File: src/rtl/conv2d_pkg.sv
//------------------------------------------------------------------------------
// conv2d_pkg : shared FSM encoding and default geometry for conv_window_generator
// Revision   : 1.0
//------------------------------------------------------------------------------
`default_nettype none

package conv2d_pkg;

  typedef enum logic [1:0] {
    IDLE   = 2'd0,
    STREAM = 2'd1,
    FLUSH  = 2'd2,
    DONE   = 2'd3
  } state_t;

  localparam int DEF_PIXEL_WIDTH = 16;
  localparam int DEF_IMG_WIDTH   = 128;
  localparam int DEF_IMG_HEIGHT  = 128;

endpackage

`default_nettype wire

File: src/rtl/line_buffer.sv
//------------------------------------------------------------------------------
// line_buffer : one image row of delay; dout is the value pushed DEPTH pushes ago
// Revision    : 1.0
//------------------------------------------------------------------------------
`default_nettype none

module line_buffer
  import conv2d_pkg::*;
#(
  parameter int WIDTH = DEF_PIXEL_WIDTH,
  parameter int DEPTH = DEF_IMG_WIDTH
) (
  input  logic             clk,
  input  logic             en,
  input  logic [WIDTH-1:0] din,
  output logic [WIDTH-1:0] dout
);

  logic [WIDTH-1:0] mem [DEPTH];

  always_ff @(posedge clk) begin
    if (en) begin
      mem[0] <= din;
      for (int i = 1; i < DEPTH; i++) begin
        mem[i] <= mem[i-1];
      end
    end
  end

  assign dout = mem[DEPTH-1];

endmodule

`default_nettype wire

File: src/rtl/conv_window_generator.sv
//------------------------------------------------------------------------------
// conv_window_generator : raster pixel stream to registered 3x3 windows.
// Macro WINGEN_SAME_PAD_EN emits every centre with zero padding; otherwise
// only fully interior windows are emitted.
// Revision : 1.0
//------------------------------------------------------------------------------
`default_nettype none

module conv_window_generator
  import conv2d_pkg::*;
#(
  parameter int PIXEL_WIDTH = DEF_PIXEL_WIDTH,
  parameter int IMG_WIDTH   = DEF_IMG_WIDTH,
  parameter int IMG_HEIGHT  = DEF_IMG_HEIGHT
) (
  input  logic                          clk,
  input  logic                          rst,
  input  logic signed [PIXEL_WIDTH-1:0] s_pixel,
  input  logic                          s_valid,
  output logic                          s_ready,
  output logic [9*PIXEL_WIDTH-1:0]      win_flat,
  output logic                          win_valid,
  input  logic                          win_ready,
  output logic [$clog2(IMG_HEIGHT)-1:0] win_row,
  output logic [$clog2(IMG_WIDTH)-1:0]  win_col,
  output logic                          frame_done
);

  localparam int VR_W  = $clog2(IMG_HEIGHT + 1);
  localparam int VC_W  = $clog2(IMG_WIDTH + 1);
  localparam int ROW_W = $clog2(IMG_HEIGHT);
  localparam int COL_W = $clog2(IMG_WIDTH);
  localparam logic [VR_W-1:0] LAST_VR    = VR_W'(IMG_HEIGHT);
  localparam logic [VR_W-1:0] LAST_IN_VR = VR_W'(IMG_HEIGHT - 1);
  localparam logic [VC_W-1:0] LAST_VC    = VC_W'(IMG_WIDTH);

  state_t                   state;
  logic [VR_W-1:0]          vr;
  logic [VC_W-1:0]          vc;
  logic [9*PIXEL_WIDTH-1:0] win_q, win_next;
  logic [PIXEL_WIDTH-1:0]   lb1_out, lb2_out, col_top, col_mid, col_bot;
  logic                     in_col, input_step, slot_free, step_fire, emit, lb_en;

  assign in_col     = (vc < LAST_VC);
  assign input_step = (vr < LAST_VR) && in_col;
  assign slot_free  = !win_valid || win_ready;
  assign s_ready    = rst && slot_free && (state == IDLE || state == STREAM) && input_step;
  assign step_fire  = input_step ? (s_valid && s_ready)
                                 : (slot_free && (state == STREAM || state == FLUSH));

`ifdef WINGEN_SAME_PAD_EN
  assign emit = (vr != '0) && (vc != '0);
`else
  assign emit = (vr >= VR_W'(2)) && (vr < LAST_VR) && (vc >= VC_W'(2)) && (vc < LAST_VC);
`endif

  // Rows above the frame and the column past the right edge read as zero;
  // the zero column also clears the left edge of the next row's windows.
  assign col_top = (vr >= VR_W'(2) && in_col) ? lb2_out : '0;
  assign col_mid = (vr != '0 && in_col) ? lb1_out : '0;
  assign col_bot = input_step ? s_pixel : '0;
  assign lb_en   = step_fire && in_col;

  line_buffer #(.WIDTH(PIXEL_WIDTH), .DEPTH(IMG_WIDTH)) u_lb1 (
    .clk (clk), .en (lb_en), .din (col_bot), .dout (lb1_out)
  );

  line_buffer #(.WIDTH(PIXEL_WIDTH), .DEPTH(IMG_WIDTH)) u_lb2 (
    .clk (clk), .en (lb_en), .din (lb1_out), .dout (lb2_out)
  );

  always_comb begin
    win_next = win_q;
    for (int r = 0; r < 3; r++) begin
      win_next[(9-3*r)*PIXEL_WIDTH-1 -: PIXEL_WIDTH] = win_q[(8-3*r)*PIXEL_WIDTH-1 -: PIXEL_WIDTH];
      win_next[(8-3*r)*PIXEL_WIDTH-1 -: PIXEL_WIDTH] = win_q[(7-3*r)*PIXEL_WIDTH-1 -: PIXEL_WIDTH];
    end
    win_next[7*PIXEL_WIDTH-1 -: PIXEL_WIDTH] = col_top;
    win_next[4*PIXEL_WIDTH-1 -: PIXEL_WIDTH] = col_mid;
    win_next[1*PIXEL_WIDTH-1 -: PIXEL_WIDTH] = col_bot;
  end

  always_ff @(posedge clk or negedge rst) begin
    if (!rst) begin
      state      <= IDLE;
      vr         <= '0;
      vc         <= '0;
      win_q      <= '0;
      win_flat   <= '0;
      win_valid  <= 1'b0;
      win_row    <= '0;
      win_col    <= '0;
      frame_done <= 1'b0;
    end else begin
      frame_done <= 1'b0;
      if (step_fire) begin
        win_q     <= win_next;
        win_valid <= emit;
        if (emit) begin
          win_flat <= win_next;
          win_row  <= ROW_W'(vr - 1'b1);
          win_col  <= COL_W'(vc - 1'b1);
        end
        case (state)
          IDLE:   state <= STREAM;
          STREAM: if (vr == LAST_IN_VR && vc == LAST_VC) state <= FLUSH;
          FLUSH:  if (vc == LAST_VC) state <= DONE;
          default: ;
        endcase
        // Counters park on the final step until DONE hands back to IDLE
        if (!(state == FLUSH && vc == LAST_VC)) begin
          if (vc == LAST_VC) begin
            vc <= '0;
            vr <= vr + 1'b1;
          end else begin
            vc <= vc + 1'b1;
          end
        end
      end else if (win_ready) begin
        win_valid <= 1'b0;
      end
      if (state == DONE && slot_free) begin
        frame_done <= 1'b1;
        state      <= IDLE;
        vr         <= '0;
        vc         <= '0;
      end
    end
  end

endmodule

`default_nettype wire

File: config.mk
export PLATFORM = sky130hd
export DESIGN_NAME = conv_window_generator
export DESIGN_NICKNAME = d
export VERILOG_FILES = /design/src/rtl/conv2d_pkg.sv /design/src/rtl/line_buffer.sv /design/src/rtl/conv_window_generator.sv
export SDC_FILE = /design/constraint.sdc
export NUM_CORES = 2
export LEC_CHECK = 0
export BUFFER_PORTS_ARGS = -buffer_cell sky130_fd_sc_hd__clkbuf_2
export CORE_ASPECT_RATIO = 1.2
export CORE_MARGIN = 5
export CORE_UTILIZATION = 55
export DETAILED_ROUTE_END_ITERATION = 6
export GPL_ROUTABILITY_DRIVEN = 0
export PLACE_DENSITY_LB_ADDON = 0.2
export SLEW_MARGIN = 10
export SYNTH_ARGS = -nofsm -noshare
export SYNTH_HDL_FRONTEND = slang
export SYNTH_SLANG_ARGS = --single-unit
export TNS_END_PERCENT = 10
File: constraint.sdc
create_clock -name clk -period 193.7 [get_ports clk]
set_input_delay 38.74 -clock clk [delete_from_list [all_inputs] [get_ports clk]]
set_output_delay 38.74 -clock clk [all_outputs]
set_load 0.01 [all_outputs]
# Word-level counts from Yosys, hierarchy flattened
# Memory sizes are Yosys's and may differ from the RTL's.
# Cells that the tools add are included.
# word_totals
reg_bits,306
latchBits,0
ramBits,4096
rom_bits,0
in_bits,20
n_memories,2
# mem_list
name,depth,width,read_ports,rd_clocked_by_memory_dff,write_ports,line,rtl
u_lb1.mem,128,16,128,0,128,line_buffer.sv:19,logic [WIDTH-1:0] mem [DEPTH];
u_lb2.mem,128,16,128,0,128,line_buffer.sv:19,
# classes
addsub,4
mul,0
div_mod_pow,0
n_lt_le_gt_ge,4
n_eq_ne,8
n_shift,0
muxes,22
n_bitwise,0
n_reduce_logical,29
# op_table
cell,count
$mux W8,8
$mux W16,3
$add A8 B1 Y8 const B,2
$ge A8 B2 Y1 const B,2
$lt A8 B8 Y1 const B,2
$logic_and A1 B1 Y1,15
$sub A7 B1 Y7 const B,2
$eq A8 B7 Y1 const B,1
$eq A8 B8 Y1 const B,1
$mux W2,4
$reduce_bool A8 Y1,1
$mux W1,6
$ne A3 B1 Y1 const B,2
$pmux W2 S3,1
$reduce_bool A2 Y1,3
$eq A2 B2 Y1 const B,2
$reduce_and A2 Y1,2
$reduce_and A4 Y1,1
$reduce_bool A4 Y1,1
$logic_or A1 B1 Y1,3
$reduce_and A3 Y1,1
$eq A2 B1 Y1 const B,1
$logic_not A2 Y1,1
$ne A2 B1 Y1 const B,1
$logic_not A1 Y1,1

# Logic depth before layout (Yosys ltp)
# logic_depth
depth_word,10
depth_mapped,11

# Modules after synthesis
# From an unflattened synthesis, not the netlist that was laid out.
# unflattened
hier_cells,5041
hier_area_um2,134356.4
# modules_own_cells
module,n_inst,cells_per_inst,area_per_inst_um2,seq_area_each_um2
line_buffer,2,2048,61499.0,61499.0
conv_window_generator,1,945,11358.4,6856.6

# Least setup slack after synthesis
# No wires, ideal clock.
# synth_path
path_kind,in2reg
startpoint,in rst
endpoint,mem u_lb1.mem[0][0] (netlist bit) (enable)
arrival_ns,209.318
t_required_ns,184.973
setup_slack_ns,-24.345
stages,8
cell_sequence,o21ai_0 > o31a_1 > clkbuf_1 > or2_2 > clkbuf_1 > clkbuf_1 > clkbuf_1 > nor2_1
# synth_lines
item,line,rtl
start: declaration,conv_window_generator.sv:17,"input logic rst,"
end: declaration,line_buffer.sv:19,

# Worst setup path after layout
# layout_path
startpoint,in rst
endpoint,out s_ready
# layout_via
elab_chain_len,3
# layout_lines
item,line,rtl
$logic_and A1 B1 Y1 (3 in a row),conv_window_generator.sv:47,assign s_ready = rst && slot_free && (state == IDLE || state == STREAM) && input_step;
end: declaration,conv_window_generator.sv:20,"output logic s_ready,"
# Every way passes these cells.

==> summary.md <==
| Metric | Value |
|---|---|
| Vias in the first global route | 45600 |
| H-tree levels | 5 |
| Starting density of the core | 55.3% |
| FF+latch area | 130000 um^2 |
| Status | finished, final reports clean |
| Fin. max-slew vios | 0 |
| CP Max Fanout | 50 |
| Number of nets still failing antenna checks after routing | 0 |
| Setup bufs post-CTS | 0 |
| Largest cells by area after synthesis | edfxtp_1 92%, dfrtp_1 5.1%, mux2_2 0.94%, nand2_1 0.73%, o21ai_0 0.31% |
| HP Class | flip-flop to flip-flop |
| Share of the synthesized area in the top cell type | 91.9% |
| Final setup viols | 0 |
| CTS Hold Bufs | 0 |
| Die H | 550 um |
| RSZ-0062 raised after global routing | false |
| Leak pwr | 35.7 nW |
| Row cnt | 198 |
| Critical Setup Path Class | input port to primary output |
| Primary FF master, synth | edfxtp_1 |
| Finished Layout Cells | 9137 |
| Netlist cell types | 50 |
| Beginning of the worst hold path | u_lb1.mem[1][394]$_DFFE_PP_ |
| Synth area leader | edfxtp_1 |
| Slew HR | 25.3% |
| TritonCTS clock tree | yes |
| Syn_nets | 5075 |
| Max VDD drop | 0.00784 mV |
| Layout cells sized above 1 | 15.8% |
| Setup_tns | 0 ns |
| DIE WIDTH | 460 um |
| Residual DRC | 0 |
| Critical Path RT | 154.96 ns |
| DR WL/cell | 18.3 um |
| Vias/cell | 5.06 |
| FF+latch count, synth | 4370 |
| CTS max path bufs | 4 |
| Tcrit/Tclk final | 40.8% |
| Final Power | 1.78 mW |
| Synthesized area | 134000 um^2 |
| Yosys warning count | 0 |
| Root buf cell | clkbuf_16 |
| Pwr per Cell Area | 11.7 nW/um^2 |
| Crit path DAT | 40.36 ns |
| Final Critical Period | 79.10 ns |
| Startpoint Class | input port |
| PortBufs | 180 |
| Filler Cell Count | 15900 |
| Slew @ Worst Pin | 1.12 ns |
| Core ar. | 242000 um^2 |
| Total Routed Length | 167000 um |
| Mean Syn Cell Area | 26.5 um^2 |
| Clock-pin slew on the worst setup and hold paths | 0.06 ns |
| Skew-Pair Late Insertion Delay | 0.87 ns |
| Synth cell count leaders | 4096 x edfxtp_1, 274 x dfrtp_1, 260 x nand2_1, 112 x mux2_2, 83 x o21ai_0 |
| Iteration-0 DRC Markers | 4828 |
| Post-CTS sizing | 0 |
| Async S/R FF share, synth | 6.27% |
| Gr ovfl total | 0 |
| Max-cap viol count | 0 |
| CTS Buf Count | 398 |
| Area of the multi-input gates | 3790 um^2 |
| GRT Total Usage | 12.8% |
| DR pass1 iterations | 5 |
| Maximum number of pins on one net before global-route repair | 212 |
| Area Overhead vs Synth | 13.4% |
| Layout Nets | 5646 |
| EDFF count, synth | 4096 |
| Dpl hpwl | 74900 um |
| Num ports | 181 |
| Placed Cells | 8417 |
| DR vias | 46200 |
| Antenna violations before repair | 4 |
| Fin. Hold Viols | 0 |
| Worst Clk Skew | 0.0431 ns |
| CTS sink count | 4370 |
| Crit path launch | rst |
| Die Area | 253000 um^2 |
| Fmax | 12.6 MHz |
| Post-Synthesis Cells | 5046 |
| Seq/Total Area, Yosys | 97.0% |
| FF-to-FF Start | state[1]$_DFFE_PN0P_ |
| Critical path endpoint category | primary output |
| Global-route wire length before repair | 261000 um |
| Reg-to-reg slack, setup | 184.86 ns |
| Count leader, synth | edfxtp_1 |
power by group:
group,internal [mW],total (mW),switching (mW)
combinational,0.000223,0.00169,0.00146
clock,0.431,0.756,0.325
sequential,1.02,1.02,0
total,1.45,1.78,0.327
per-stage QoR:
stage	hold WS [ns]	worst slack (ns)	area (um^2)	utilization (%)
floorplan	0.400	45.39	134000	-
global route	0.388	114.40	152000	62.7
finish	0.386	114.60	152000	62.7
global placement	0.400	114.43	139000	57.4
detailed placement	0.405	114.39	139000	57.4
CTS	0.386	114.39	152000	62.7
worst paths after layout:
| path | end | cells after the start |
|---|---|---|
| setup reg to reg | u_lb1.mem[0][983]$_DFFE_PP_ | 13 |
| max in group asynchronous | win_q[76]$_DFFE_PN0P_ | 2 |
| hold / removal | u_lb1.mem[1][410]$_DFFE_PP_ | 0 |
| setup / recovery | s_ready | 4 |
| min in group asynchronous | win_flat[32]$_DFFE_PN0P_ | 1 |
| hold reg to reg | u_lb1.mem[1][410]$_DFFE_PP_ | 0 |
cell usage in the layout, fill, tap and decap left out, types with 18 or more instances in the layout:
cell type / synthesis / layout
clkinv_2: 0 / 79
mux2_2: 112 / 112
clkbuf_16: 0 / 408
buf_4: 1 / 39
o21ai_0: 83 / 83
clkinv_1: 0 / 60
dfrtp_1: 274 / 274
bufinv_16: 0 / 28
clkbuf_1: 35 / 76
edfxtp_1: 4096 / 4096
clkbuf_2: 0 / 179
nand2_1: 260 / 260
clkinvlp_4: 0 / 18
logic make-up (layout without fill, tap and decap cells):
| group | Yosys count | in the layout | share of synthesized area, % |
|---|---|---|---|
| AOI/OAI and AO/OA | 121 | 121 | 0.521 |
| xor gates and xnor gates | 17 | 17 | 0.111 |
| adders and majority gates | 9 | 9 | 0.0841 |
| buffers and inverters | 67 | 955 | 0.209 |
| DFF | 4370 | 4370 | 97.0 |
| muxes | 113 | 113 | 0.949 |
| other | 0 | 3 | 0 |
| and+or+nand+nor | 349 | 349 | 1.14 |
flip-flops by register name, indices dropped and copies added, names as in the netlist, 2 cells and up:
| name | flops |
|---|---|
| vc | 8 |
| state | 2 |
| win_row | 7 |
| vr | 8 |
| u_lb1.mem | 2048 |
| win_flat | 144 |
| win_q | 96 |
| win_col | 7 |
| u_lb2.mem | 2048 |
critical path, stage by stage:
cell	delay, ns
buf_8	0.37
o21ai_0	0.37
nor3_1	0.55
clkbuf_2	0.24
per-layer routing:
layer  global-route usage (%)  vias to the layer above  share of wire (%)
met4                     4.06                        0                2.4
met3                     3.17                      325                5.3
li1                         -                    21100                  -
met5                        0                        -                  0
met1                     20.5                    23900                 50
met2                     17.6                      854                 42
area by class of cell:
type / count / area share (%)
inverter: 8 / 0.0198
sequential: 4370 / 85.5
tap: 3200 / 2.64
antenna: 3 / 0.00494
clock buffer: 503 / 7.07
timing repair buffer: 230 / 0.938
multi-input combinational: 609 / 2.50
clock inverter: 214 / 1.32
Power figures use the tool's default switching activity.
